### src/rtl/b_format_uop_decoder_if.sv
// Issue-side bundle for the B-form micro-op decoder: instruction in, cracked micro-ops out.
// slave = decoder side, master = the driver/consumer side.
interface b_format_uop_decoder_if #(
  parameter int addressWidth            = 64,
  parameter int instructionWidth        = 32,
  parameter int PidSize                 = 20,
  parameter int TidSize                 = 16,
  parameter int instructionCounterWidth = 64,
  parameter int instMinIdWidth          = 7,
  parameter int opcodeSize              = 12,
  parameter int regSize                 = 5,
  parameter int immediateSize           = 14,
  parameter int funcUnitCodeSize        = 3
);
  logic                                      enable_i;
  logic                                      stall_i;
  logic [25:0]                               instFormat_i;
  logic [5:0]                                instructionOpcode_i;
  logic [instructionWidth-1:0]               instruction_i;
  logic [addressWidth-1:0]                   instructionAddress_i;
  logic                                      is64Bit_i;
  logic [PidSize-1:0]                        instructionPid_i;
  logic [TidSize-1:0]                        instructionTid_i;
  logic [instructionCounterWidth-1:0]        instructionMajId_i;

  logic                                      busy_o;
  logic                                      enable_o;
  logic [opcodeSize-1:0]                     opcode_o;
  logic [addressWidth-1:0]                   instructionAddress_o;
  logic [addressWidth-1:0]                   branchTarget_o;
  logic [funcUnitCodeSize-1:0]               functionalUnitType_o;
  logic [instructionCounterWidth-1:0]        instMajId_o;
  logic [instMinIdWidth-1:0]                 instMinId_o;
  logic                                      is64Bit_o;
  logic [PidSize-1:0]                        instPid_o;
  logic [TidSize-1:0]                        instTid_o;
  logic [2*regSize+immediateSize+4-1:0]      instructionBody_o;

  modport slave (
    input  enable_i, stall_i, instFormat_i, instructionOpcode_i, instruction_i,
           instructionAddress_i, is64Bit_i, instructionPid_i, instructionTid_i, instructionMajId_i,
    output busy_o, enable_o, opcode_o, instructionAddress_o, branchTarget_o, functionalUnitType_o,
           instMajId_o, instMinId_o, is64Bit_o, instPid_o, instTid_o, instructionBody_o
  );

  modport master (
    output enable_i, stall_i, instFormat_i, instructionOpcode_i, instruction_i,
           instructionAddress_i, is64Bit_i, instructionPid_i, instructionTid_i, instructionMajId_i,
    input  busy_o, enable_o, opcode_o, instructionAddress_o, branchTarget_o, functionalUnitType_o,
           instMajId_o, instMinId_o, is64Bit_o, instPid_o, instTid_o, instructionBody_o
  );
endinterface

### src/rtl/b_format_uop_decoder.sv
// Cracks B-form branches (opcode 16) into CTRDEC/BRANCH/LINK micro-ops behind a small output queue.
// Optional: define B_DECODE_ILLEGAL_TRAP_EN to turn B-format inputs with other opcodes into a trap micro-op.
module b_format_uop_decoder #(
  parameter int addressWidth            = 64,
  parameter int instructionWidth        = 32,
  parameter int PidSize                 = 20,
  parameter int TidSize                 = 16,
  parameter int instructionCounterWidth = 64,
  parameter int instMinIdWidth          = 7,
  parameter int opcodeSize              = 12,
  parameter int regSize                 = 5,
  parameter int immediateSize           = 14,
  parameter int funcUnitCodeSize        = 3,
  parameter int BranchUnitID            = 6,
  parameter int B                       = 2,
  parameter int QueueDepth              = 4
) (
  input logic clock_i,
  input logic reset_i,
  b_format_uop_decoder_if.slave bus
);
  localparam int BW = 2*regSize+immediateSize+4;
  localparam int PW = $clog2(QueueDepth);
  localparam int CW = PW + 1;
  localparam logic [CW-1:0] FULL = CW'(QueueDepth);
  localparam logic [opcodeSize-1:0] OP_BR   = opcodeSize'(1);
  localparam logic [opcodeSize-1:0] OP_LINK = opcodeSize'(2);
  localparam logic [opcodeSize-1:0] OP_CTR  = opcodeSize'(3);

  typedef struct packed {
    logic [opcodeSize-1:0]              op;
    logic [addressWidth-1:0]            cia;
    logic [addressWidth-1:0]            tgt;
    logic [funcUnitCodeSize-1:0]        fu;
    logic [instructionCounterWidth-1:0] maj;
    logic [instMinIdWidth-1:0]          mn;
    logic                               is64;
    logic [PidSize-1:0]                 pid;
    logic [TidSize-1:0]                 tid;
    logic [BW-1:0]                      body;
  } uop_t;

  typedef enum logic {IDLE, EMIT} state_t;

  state_t                             state;
  logic [CW-1:0]                      count;
  logic [PW-1:0]                      rd_ptr, wr_ptr;
  uop_t                               q [QueueDepth];
  logic [1:0]                         nxt;
  logic [25:0]                        l_inst;
  logic [addressWidth-1:0]            l_cia;
  logic                               l_is64;
  logic [PidSize-1:0]                 l_pid;
  logic [TidSize-1:0]                 l_tid;
  logic [instructionCounterWidth-1:0] l_maj;

  logic idle, busy, decodable, accept, trap, pop, room, push, last;
  assign idle      = (state == IDLE);
  assign busy      = !idle || (count == FULL);
  assign decodable = bus.enable_i && !busy && (bus.instFormat_i == 26'(B));
  assign accept    = decodable && (bus.instructionOpcode_i == 6'd16);
`ifdef B_DECODE_ILLEGAL_TRAP_EN
  assign trap      = decodable && (bus.instructionOpcode_i != 6'd16);
`else
  assign trap      = 1'b0;
`endif
  assign pop  = (count != '0) && !bus.stall_i;
  assign room = (count != FULL) || pop;

  // In IDLE the first micro-op is built straight from the inputs; EMIT uses the latched copy.
  logic [25:0]                        s_inst;
  logic [addressWidth-1:0]            s_cia;
  logic                               s_is64;
  assign s_inst = idle ? bus.instruction_i[25:0] : l_inst;
  assign s_cia  = idle ? bus.instructionAddress_i : l_cia;
  assign s_is64 = idle ? bus.is64Bit_i : l_is64;

  logic unused_bits;
  assign unused_bits = ^bus.instruction_i[instructionWidth-1:26];

  logic                    has_ctr, lk, aa;
  logic [13:0]             bd;
  logic [1:0]              n_uops, idx;
  logic [addressWidth-1:0] ext, lo_mask, br_tgt, link_tgt;
  assign has_ctr  = !s_inst[23];
  assign lk       = s_inst[0];
  assign aa       = s_inst[1];
  assign bd       = s_inst[15:2];
  assign n_uops   = 2'd1 + {1'b0, has_ctr} + {1'b0, lk};
  assign idx      = idle ? 2'd0 : nxt;
  assign last     = (idx == n_uops - 2'd1);
  assign ext      = {{(addressWidth-16){bd[13]}}, bd, 2'b00};
  assign lo_mask  = s_is64 ? '1 : addressWidth'(32'hFFFF_FFFF);
  assign br_tgt   = (aa ? ext : s_cia + ext) & lo_mask;
  assign link_tgt = (s_cia + addressWidth'(4)) & lo_mask;
  assign push     = idle ? (accept || trap) : room;

  uop_t u;
  always_comb begin
    u      = '0;
    u.cia  = s_cia;
    u.fu   = funcUnitCodeSize'(BranchUnitID);
    u.maj  = idle ? bus.instructionMajId_i : l_maj;
    u.mn   = instMinIdWidth'(idx);
    u.is64 = s_is64;
    u.pid  = idle ? bus.instructionPid_i : l_pid;
    u.tid  = idle ? bus.instructionTid_i : l_tid;
    u.body = BW'({s_inst, 2'b00});
    if (has_ctr && idx == 2'd0) begin
      u.op = OP_CTR;
    end else if (idx == {1'b0, has_ctr}) begin
      u.op  = OP_BR;
      u.tgt = br_tgt;
    end else begin
      u.op  = OP_LINK;
      u.tgt = link_tgt;
    end
    if (trap) begin
      u.op  = '1;
      u.tgt = '0;
      u.mn  = '0;
    end
  end

  always_ff @(posedge clock_i or posedge reset_i) begin
    if (reset_i) begin
      state  <= IDLE;
      count  <= '0;
      rd_ptr <= '0;
      wr_ptr <= '0;
      nxt    <= '0;
      l_inst <= '0;
      l_cia  <= '0;
      l_is64 <= 1'b0;
      l_pid  <= '0;
      l_tid  <= '0;
      l_maj  <= '0;
      for (int i = 0; i < QueueDepth; i++) q[i] <= '0;
    end else begin
      if (push) begin
        q[wr_ptr] <= u;
        wr_ptr    <= wr_ptr + 1'b1;
      end
      if (pop) rd_ptr <= rd_ptr + 1'b1;
      count <= count + CW'(push) - CW'(pop);
      case (state)
        IDLE: if (accept) begin
          l_inst <= bus.instruction_i[25:0];
          l_cia  <= bus.instructionAddress_i;
          l_is64 <= bus.is64Bit_i;
          l_pid  <= bus.instructionPid_i;
          l_tid  <= bus.instructionTid_i;
          l_maj  <= bus.instructionMajId_i;
          nxt    <= 2'd1;
          if (n_uops > 2'd1) state <= EMIT;
        end
        EMIT: if (room) begin
          nxt <= nxt + 2'd1;
          if (last) state <= IDLE;
        end
        default: state <= IDLE;
      endcase
    end
  end

  uop_t head;
  assign head = q[rd_ptr];
  assign bus.busy_o               = busy;
  assign bus.enable_o             = (count != '0) && !bus.stall_i;
  assign bus.opcode_o             = head.op;
  assign bus.instructionAddress_o = head.cia;
  assign bus.branchTarget_o       = head.tgt;
  assign bus.functionalUnitType_o = head.fu;
  assign bus.instMajId_o          = head.maj;
  assign bus.instMinId_o          = head.mn;
  assign bus.is64Bit_o            = head.is64;
  assign bus.instPid_o            = head.pid;
  assign bus.instTid_o            = head.tid;
  assign bus.instructionBody_o    = head.body;
endmodule

### src/flat_wrapper.sv
// flat-port wrapper written by rule: the top's interface ports become plain ports
module b_format_uop_decoder_flat 
#(
  parameter int addressWidth            = 64,
  parameter int instructionWidth        = 32,
  parameter int PidSize                 = 20,
  parameter int TidSize                 = 16,
  parameter int instructionCounterWidth = 64,
  parameter int instMinIdWidth          = 7,
  parameter int opcodeSize              = 12,
  parameter int regSize                 = 5,
  parameter int immediateSize           = 14,
  parameter int funcUnitCodeSize        = 3,
  parameter int BranchUnitID            = 6,
  parameter int B                       = 2,
  parameter int QueueDepth              = 4
)
  (clock_i, reset_i, bus_enable_i, bus_stall_i, bus_instFormat_i, bus_instructionOpcode_i, bus_instruction_i, bus_instructionAddress_i, bus_is64Bit_i, bus_instructionPid_i, bus_instructionTid_i, bus_instructionMajId_i, bus_busy_o, bus_enable_o, bus_opcode_o, bus_instructionAddress_o, bus_branchTarget_o, bus_functionalUnitType_o, bus_instMajId_o, bus_instMinId_o, bus_is64Bit_o, bus_instPid_o, bus_instTid_o, bus_instructionBody_o);
  b_format_uop_decoder_if #(.addressWidth(addressWidth), .instructionWidth(instructionWidth), .PidSize(PidSize), .TidSize(TidSize), .instructionCounterWidth(instructionCounterWidth), .instMinIdWidth(instMinIdWidth), .opcodeSize(opcodeSize), .regSize(regSize), .immediateSize(immediateSize), .funcUnitCodeSize(funcUnitCodeSize)) bus_i ();
  input logic clock_i;
  input logic reset_i;
  input wire logic [$bits(bus_i.enable_i)-1:0] bus_enable_i;
  input wire logic [$bits(bus_i.stall_i)-1:0] bus_stall_i;
  input wire logic [$bits(bus_i.instFormat_i)-1:0] bus_instFormat_i;
  input wire logic [$bits(bus_i.instructionOpcode_i)-1:0] bus_instructionOpcode_i;
  input wire logic [$bits(bus_i.instruction_i)-1:0] bus_instruction_i;
  input wire logic [$bits(bus_i.instructionAddress_i)-1:0] bus_instructionAddress_i;
  input wire logic [$bits(bus_i.is64Bit_i)-1:0] bus_is64Bit_i;
  input wire logic [$bits(bus_i.instructionPid_i)-1:0] bus_instructionPid_i;
  input wire logic [$bits(bus_i.instructionTid_i)-1:0] bus_instructionTid_i;
  input wire logic [$bits(bus_i.instructionMajId_i)-1:0] bus_instructionMajId_i;
  output wire logic [$bits(bus_i.busy_o)-1:0] bus_busy_o;
  output wire logic [$bits(bus_i.enable_o)-1:0] bus_enable_o;
  output wire logic [$bits(bus_i.opcode_o)-1:0] bus_opcode_o;
  output wire logic [$bits(bus_i.instructionAddress_o)-1:0] bus_instructionAddress_o;
  output wire logic [$bits(bus_i.branchTarget_o)-1:0] bus_branchTarget_o;
  output wire logic [$bits(bus_i.functionalUnitType_o)-1:0] bus_functionalUnitType_o;
  output wire logic [$bits(bus_i.instMajId_o)-1:0] bus_instMajId_o;
  output wire logic [$bits(bus_i.instMinId_o)-1:0] bus_instMinId_o;
  output wire logic [$bits(bus_i.is64Bit_o)-1:0] bus_is64Bit_o;
  output wire logic [$bits(bus_i.instPid_o)-1:0] bus_instPid_o;
  output wire logic [$bits(bus_i.instTid_o)-1:0] bus_instTid_o;
  output wire logic [$bits(bus_i.instructionBody_o)-1:0] bus_instructionBody_o;
  assign bus_i.enable_i = bus_enable_i;
  assign bus_i.stall_i = bus_stall_i;
  assign bus_i.instFormat_i = bus_instFormat_i;
  assign bus_i.instructionOpcode_i = bus_instructionOpcode_i;
  assign bus_i.instruction_i = bus_instruction_i;
  assign bus_i.instructionAddress_i = bus_instructionAddress_i;
  assign bus_i.is64Bit_i = bus_is64Bit_i;
  assign bus_i.instructionPid_i = bus_instructionPid_i;
  assign bus_i.instructionTid_i = bus_instructionTid_i;
  assign bus_i.instructionMajId_i = bus_instructionMajId_i;
  assign bus_busy_o = bus_i.busy_o;
  assign bus_enable_o = bus_i.enable_o;
  assign bus_opcode_o = bus_i.opcode_o;
  assign bus_instructionAddress_o = bus_i.instructionAddress_o;
  assign bus_branchTarget_o = bus_i.branchTarget_o;
  assign bus_functionalUnitType_o = bus_i.functionalUnitType_o;
  assign bus_instMajId_o = bus_i.instMajId_o;
  assign bus_instMinId_o = bus_i.instMinId_o;
  assign bus_is64Bit_o = bus_i.is64Bit_o;
  assign bus_instPid_o = bus_i.instPid_o;
  assign bus_instTid_o = bus_i.instTid_o;
  assign bus_instructionBody_o = bus_i.instructionBody_o;
  b_format_uop_decoder #(.addressWidth(addressWidth), .instructionWidth(instructionWidth), .PidSize(PidSize), .TidSize(TidSize), .instructionCounterWidth(instructionCounterWidth), .instMinIdWidth(instMinIdWidth), .opcodeSize(opcodeSize), .regSize(regSize), .immediateSize(immediateSize), .funcUnitCodeSize(funcUnitCodeSize), .BranchUnitID(BranchUnitID), .B(B), .QueueDepth(QueueDepth)) u_core (.clock_i(clock_i), .reset_i(reset_i), .bus(bus_i));
endmodule
### config.mk
export PLATFORM = sky130hd
export DESIGN_NAME = b_format_uop_decoder_flat
export DESIGN_NICKNAME = d
export VERILOG_FILES = /design/src/rtl/b_format_uop_decoder_if.sv /design/src/rtl/b_format_uop_decoder.sv /design/src/flat_wrapper.sv
export SDC_FILE = /design/constraint.sdc
export NUM_CORES = 2
export LEC_CHECK = 0
export CORE_MARGIN = 4
export CORE_UTILIZATION = 40
export CTS_CLUSTER_DIAMETER = 120
export DETAILED_ROUTE_END_ITERATION = 10
export PLACE_DENSITY = 0.71
export SYNTH_ARGS = -nofsm -noshare
export SYNTH_HDL_FRONTEND = slang
export SYNTH_SLANG_ARGS = --single-unit
### constraint.sdc
create_clock -name clock_i -period 54.9 [get_ports clock_i]
set_input_delay 8.235 -clock clock_i [delete_from_list [all_inputs] [get_ports clock_i]]
set_output_delay 8.235 -clock clock_i [all_outputs]
set_load 0.005 [all_outputs]
; ---- Yosys cells after proc, flatten, opt, wreduce, memory -nomap -nowiden
; Index checks and enable logic that the tools add are counted.
[word_totals]
regBits = 1317
mem_bits_rw = 0
memories = 0
romBits = 0
latchBits = 0
in_bits = 233
output_inout_bits = 281
[op_classes]
mux = 28
bitwise_logic = 5
n_addsub = 10
n_mul = 0
n_eq_ne = 8
shift = 0
n_reduce_logical = 15
div = 0
magnitude_cmp = 4
[ops]
columns = op, n
row1 = 1116-bit bitwise mux, 1
row2 = 279-bit 2-to-1 mux, 3
row3 = 279-bit binary-select mux with 2-bit select, 1
row4 = 279-bit demux with 2-bit select, 1
row5 = 64-bit 2-to-1 mux, 6
row6 = 64-bit bitwise AND, 2
row7 = "64-bit by 3-bit adder with 64-bit output, second input constant", 1
row8 = 64-bit adder, 1
row9 = "26-bit by 2-bit equality test with 1-bit output, second input constant", 1
row10 = 26-bit 2-to-1 mux, 1
row11 = 20-bit 2-to-1 mux, 1
row12 = 16-bit 2-to-1 mux, 1
row13 = 2-bit 2-to-1 mux, 5
row14 = "2-bit by 1-bit adder with 2-bit output, second input constant", 3
row15 = "6-bit by 5-bit equality test with 1-bit output, second input constant", 1
row16 = "3-bit >= comparator, second input constant", 2
row17 = 1-bit logical AND, 6
row18 = 1-bit 2-to-1 mux, 6
row19 = 2-bit NOT with 3-bit output, 2
row20 = "2-bit != test, second input constant", 2
row21 = 2-bit case mux with 2 select lines, 1
row22 = 2-bit AND reduction, 2
row23 = 3-bit by 1-bit adder with 3-bit output, 1
row24 = "3-bit equality test, second input constant", 1
row25 = 15 further kinds, 18

; ---- Longest topological paths before layout
[logic_depth]
word_depth = 9
mapped_depth = 25

; ---- Least setup slack after synthesis
; Ideal clock, no wire load.
[synth_path]
path_type = input -> output
startpoint = in bus_stall_i
endpoint = out bus_enable_o
path_stages = 1
slack_ns = 38.197
required_ns = 46.665
arrival_ns = 8.468
n_path_buf = 0
path_cell_list = nor2_1
[synth_between]
elab_chain_cells = 2
[synth_rtl]
columns = item, line
row1 = "start, declared", flat_wrapper.sv:23  ; input wire logic [$bits(bus_i.stall_i)-1:0] bus_stall_i;
row2 = 1-bit zero test, b_format_uop_decoder.sv:169  ; assign bus.enable_o = (count != '0) && !bus.stall_i;
row3 = 1-bit logical AND, b_format_uop_decoder.sv:169
row4 = "end, declared", flat_wrapper.sv:33  ; output wire logic [$bits(bus_i.enable_o)-1:0] bus_enable_o;
; No other way between the ends.

; ---- Worst setup path after layout
; Same ends and word-level chain as after synthesis.

==> flow_summary.ini <==
[yosys]
synth_edf_count = 0
synth_cells = 5886
yosys_warnings = 0
synthesis.area_mm2 = 0.0596
synth_ff_type = dfrtp_1
yosysSeqAreaShare = 0.521
ys_types = 88
yosysMostFrequentCell = nand2_1
yosys.area.top_type = dfrtp_1
synth_common_cells = 1750 x nand2_1, 1241 x dfrtp_1, 907 x o21ai_0
synth_top_area_frac = 0.521
avgSynthCellArea_um2 = 10.1
ys_seq_elements = 1241
async_flop_share = 1.00
synthTopCellsByArea = dfrtp_1 52%, nand2_1 11%, mux4_2 9.8%

[clocking]
hold_buffers = 0
cts.htree.levels = 4
cts_tree = yes
clockBufferDepth = 3
cts_setup_buffers = 0
postCtsResizedCells = 0
clk_latency_ns = 0.79
clkTransAtPathRegs_ns = 0.06
cts.sinks = 1241
numCtsBuffers = 137
clockRootBuffer = clkbuf_16

[critical_path]
endpoint = bus_enable_o
r2r_end = u_core.q[1036]
critPathKind = in -> out
critical_path.startpoint = bus_stall_i
end_kind = output port
start_kind = input port
critPathArrivalTime_ns = 9.63
ff2ff_path_depth = 15
required_ns = 46.67
cp_max_fo = 4
r2r_slack_ns = 48.09
crit-reg2reg-launch = u_core.state

[floorplan]
pin_count = 514
rows = 141
fp.coreArea_mm2 = 0.148
die-height_um = 394
fp.dieW_um = 394
die_area_mm2 = 0.155
start_util = 0.403

[sta]
rsz0062_at_grt = no
finClkSkew_ns = 0.0520
worst_slew_pin_slew_ns = 1.40
drv_slew = 0
timing.hold.ws_ns = 0.465
setup_viol = 0
relSlewSlack = 0.0697
fin_tns_setup_ns = 0
finalCritPeriodShare = 0.325
final_hold_viol_count = 0
max_freq_ghz = 0.0560
fin_crit_ns = 17.86

[pwr]
power.internal_mw = 1.58
p_clk_frac = 0.427
p_seq_frac = 0.428
comb_power_share = 0.145
leakage_nw = 31.7
switching_share = 0.276
switchingPower_uw = 603
ir_drop_uv = 38.4
power_density_mw_per_mm2 = 30.8

[cells_and_area]
synthToLayoutAreaGrowth_pct = 18.9
drive_above_1_share = 0.112
nNetsFinal = 6506
n_fill_cell = 13400

[worst_hold_path]
hp-class = reg -> reg

[global_routing]
grt_pass1_vias = 45900
grt_max_degree = 212
grt_usage = 0.230
gr-total-overflow = 0
grt_pass1_wl_mm = 280
antenna_found_initial = 25

[routing]
drt_iter0_drc = 3839
first_pass_iters = 6
vias = 45800
routedWlPerCell_um = 21.9
viasPerCell = 5.55
drc = 0
antenna_left = 0
wirelength_mm = 181

[placed_design]
dp_hpwl_mm = 118
gp_congestion = 0.925
numPortBuffers = 489

[job]
max-cap-violations = 0

[outcome]
status = completed
==> critical path: stages <==
cell	delay [ns]
clkdlybuf4s50_1	0.43
nor2_1	0.32
clkdlybuf4s50_1	0.64
==> final cells by class <==
| type | instances | area (um^2) | area share |
|---|---|---|---|
| repair buffers | 582 | 5730 | 0.0809 |
| clock buffers | 201 | 4020 | 0.0568 |
| flip-flops and latches | 1241 | 31100 | 0.439 |
| multi-input cells | 4130 | 26500 | 0.374 |
| diodes | 17 | 42.5 | 0.000601 |
| inverters | 109 | 417 | 0.00588 |
| clock inverters | 49 | 651 | 0.00919 |
| well taps | 1930 | 2410 | 0.0341 |
==> cells by family after synthesis <==
group                      share of synthesized area
muxes                                          0.148
AOI/OAI and AO/OA                              0.122
and+or+nand+nor                                0.143
DFF                                            0.521
adders and majority gates                     0.0154
other                                      0.0000630
xor gates and xnor gates                      0.0134
buffers and inverters                         0.0366
==> placed cells by master (no fill, tap or decap), types with 82 or more instances in the layout <==
cell             count
a21oi_1            126
buf_4               82
clkbuf_16          137
clkdlybuf4s50_1    489
dfrtp_1           1238
inv_1              106
mux2_2              85
mux2i_1            198
mux4_2             260
nand2_1           1746
nor2_1             109
o21ai_0            906
==> through the flow <==
step	cells	util	setup WS [ns]	power [mW]	instance area, um^2
after floorplan	5903	-	11.70	1.17	59600
after global placement	7992	0.447	37.03	1.27	66100
after detailed placement	7992	0.447	37.02	1.27	66100
after CTS	8242	0.479	37.02	2.20	70800
after global routing	8252	0.479	36.96	2.27	70800
final	8259	0.479	37.04	2.18	70800
==> flip-flops by register name, summed over array words and instances (netlist names) <==
name,flops
u_core.l_maj,64
u_core.count,3
u_core.l_is64,1
u_core.l_tid,16
u_core.rd_ptr,2
u_core.q,1040
u_core.l_inst,26
u_core.l_pid,20
u_core.state,1
u_core.wr_ptr,2
u_core.l_cia,64
u_core.nxt,2
==> worst min-delay path by stage <==
| stage | to | cells past startpoint | startpoint |
|---|---|---|---|
| floorplan | u_core.q[695] | 1 | u_core.q[695] |
| global placement | u_core.q[137] | 1 | u_core.q[137] |
| detailed placement | u_core.l_inst[16] | 2 | u_core.l_inst[16] |
| CTS | u_core.l_maj[56] | 2 | u_core.l_maj[56] |
| global route | u_core.l_inst[21] | 2 | u_core.l_inst[21] |
| finish | u_core.l_tid[2] | 2 | u_core.l_tid[2] |
==> power by group through the flow <==
stage / Combinational (mW) / Clock, mW / Sequential (mW)
2_1_floorplan: 0.233 / 0 / 0.937
3_3_place_gp: 0.319 / 0 / 0.951
3_5_place_dp: 0.320 / 0 / 0.950
4_1_cts: 0.321 / 0.950 / 0.934
5_1_grt: 0.342 / 0.990 / 0.934
6_report: 0.317 / 0.931 / 0.933
==> metal layers <==
| metal | wire [um] | global-route usage |
|---|---|---|
| met3 | 12400 | 0.0485 |
| met5 | 80 | 0 |
| met4 | 6500 | 0.0876 |
| met1 | 74600 | 0.302 |
| met2 | 87100 | 0.377 |
Power figures use the tool's default switching activity.
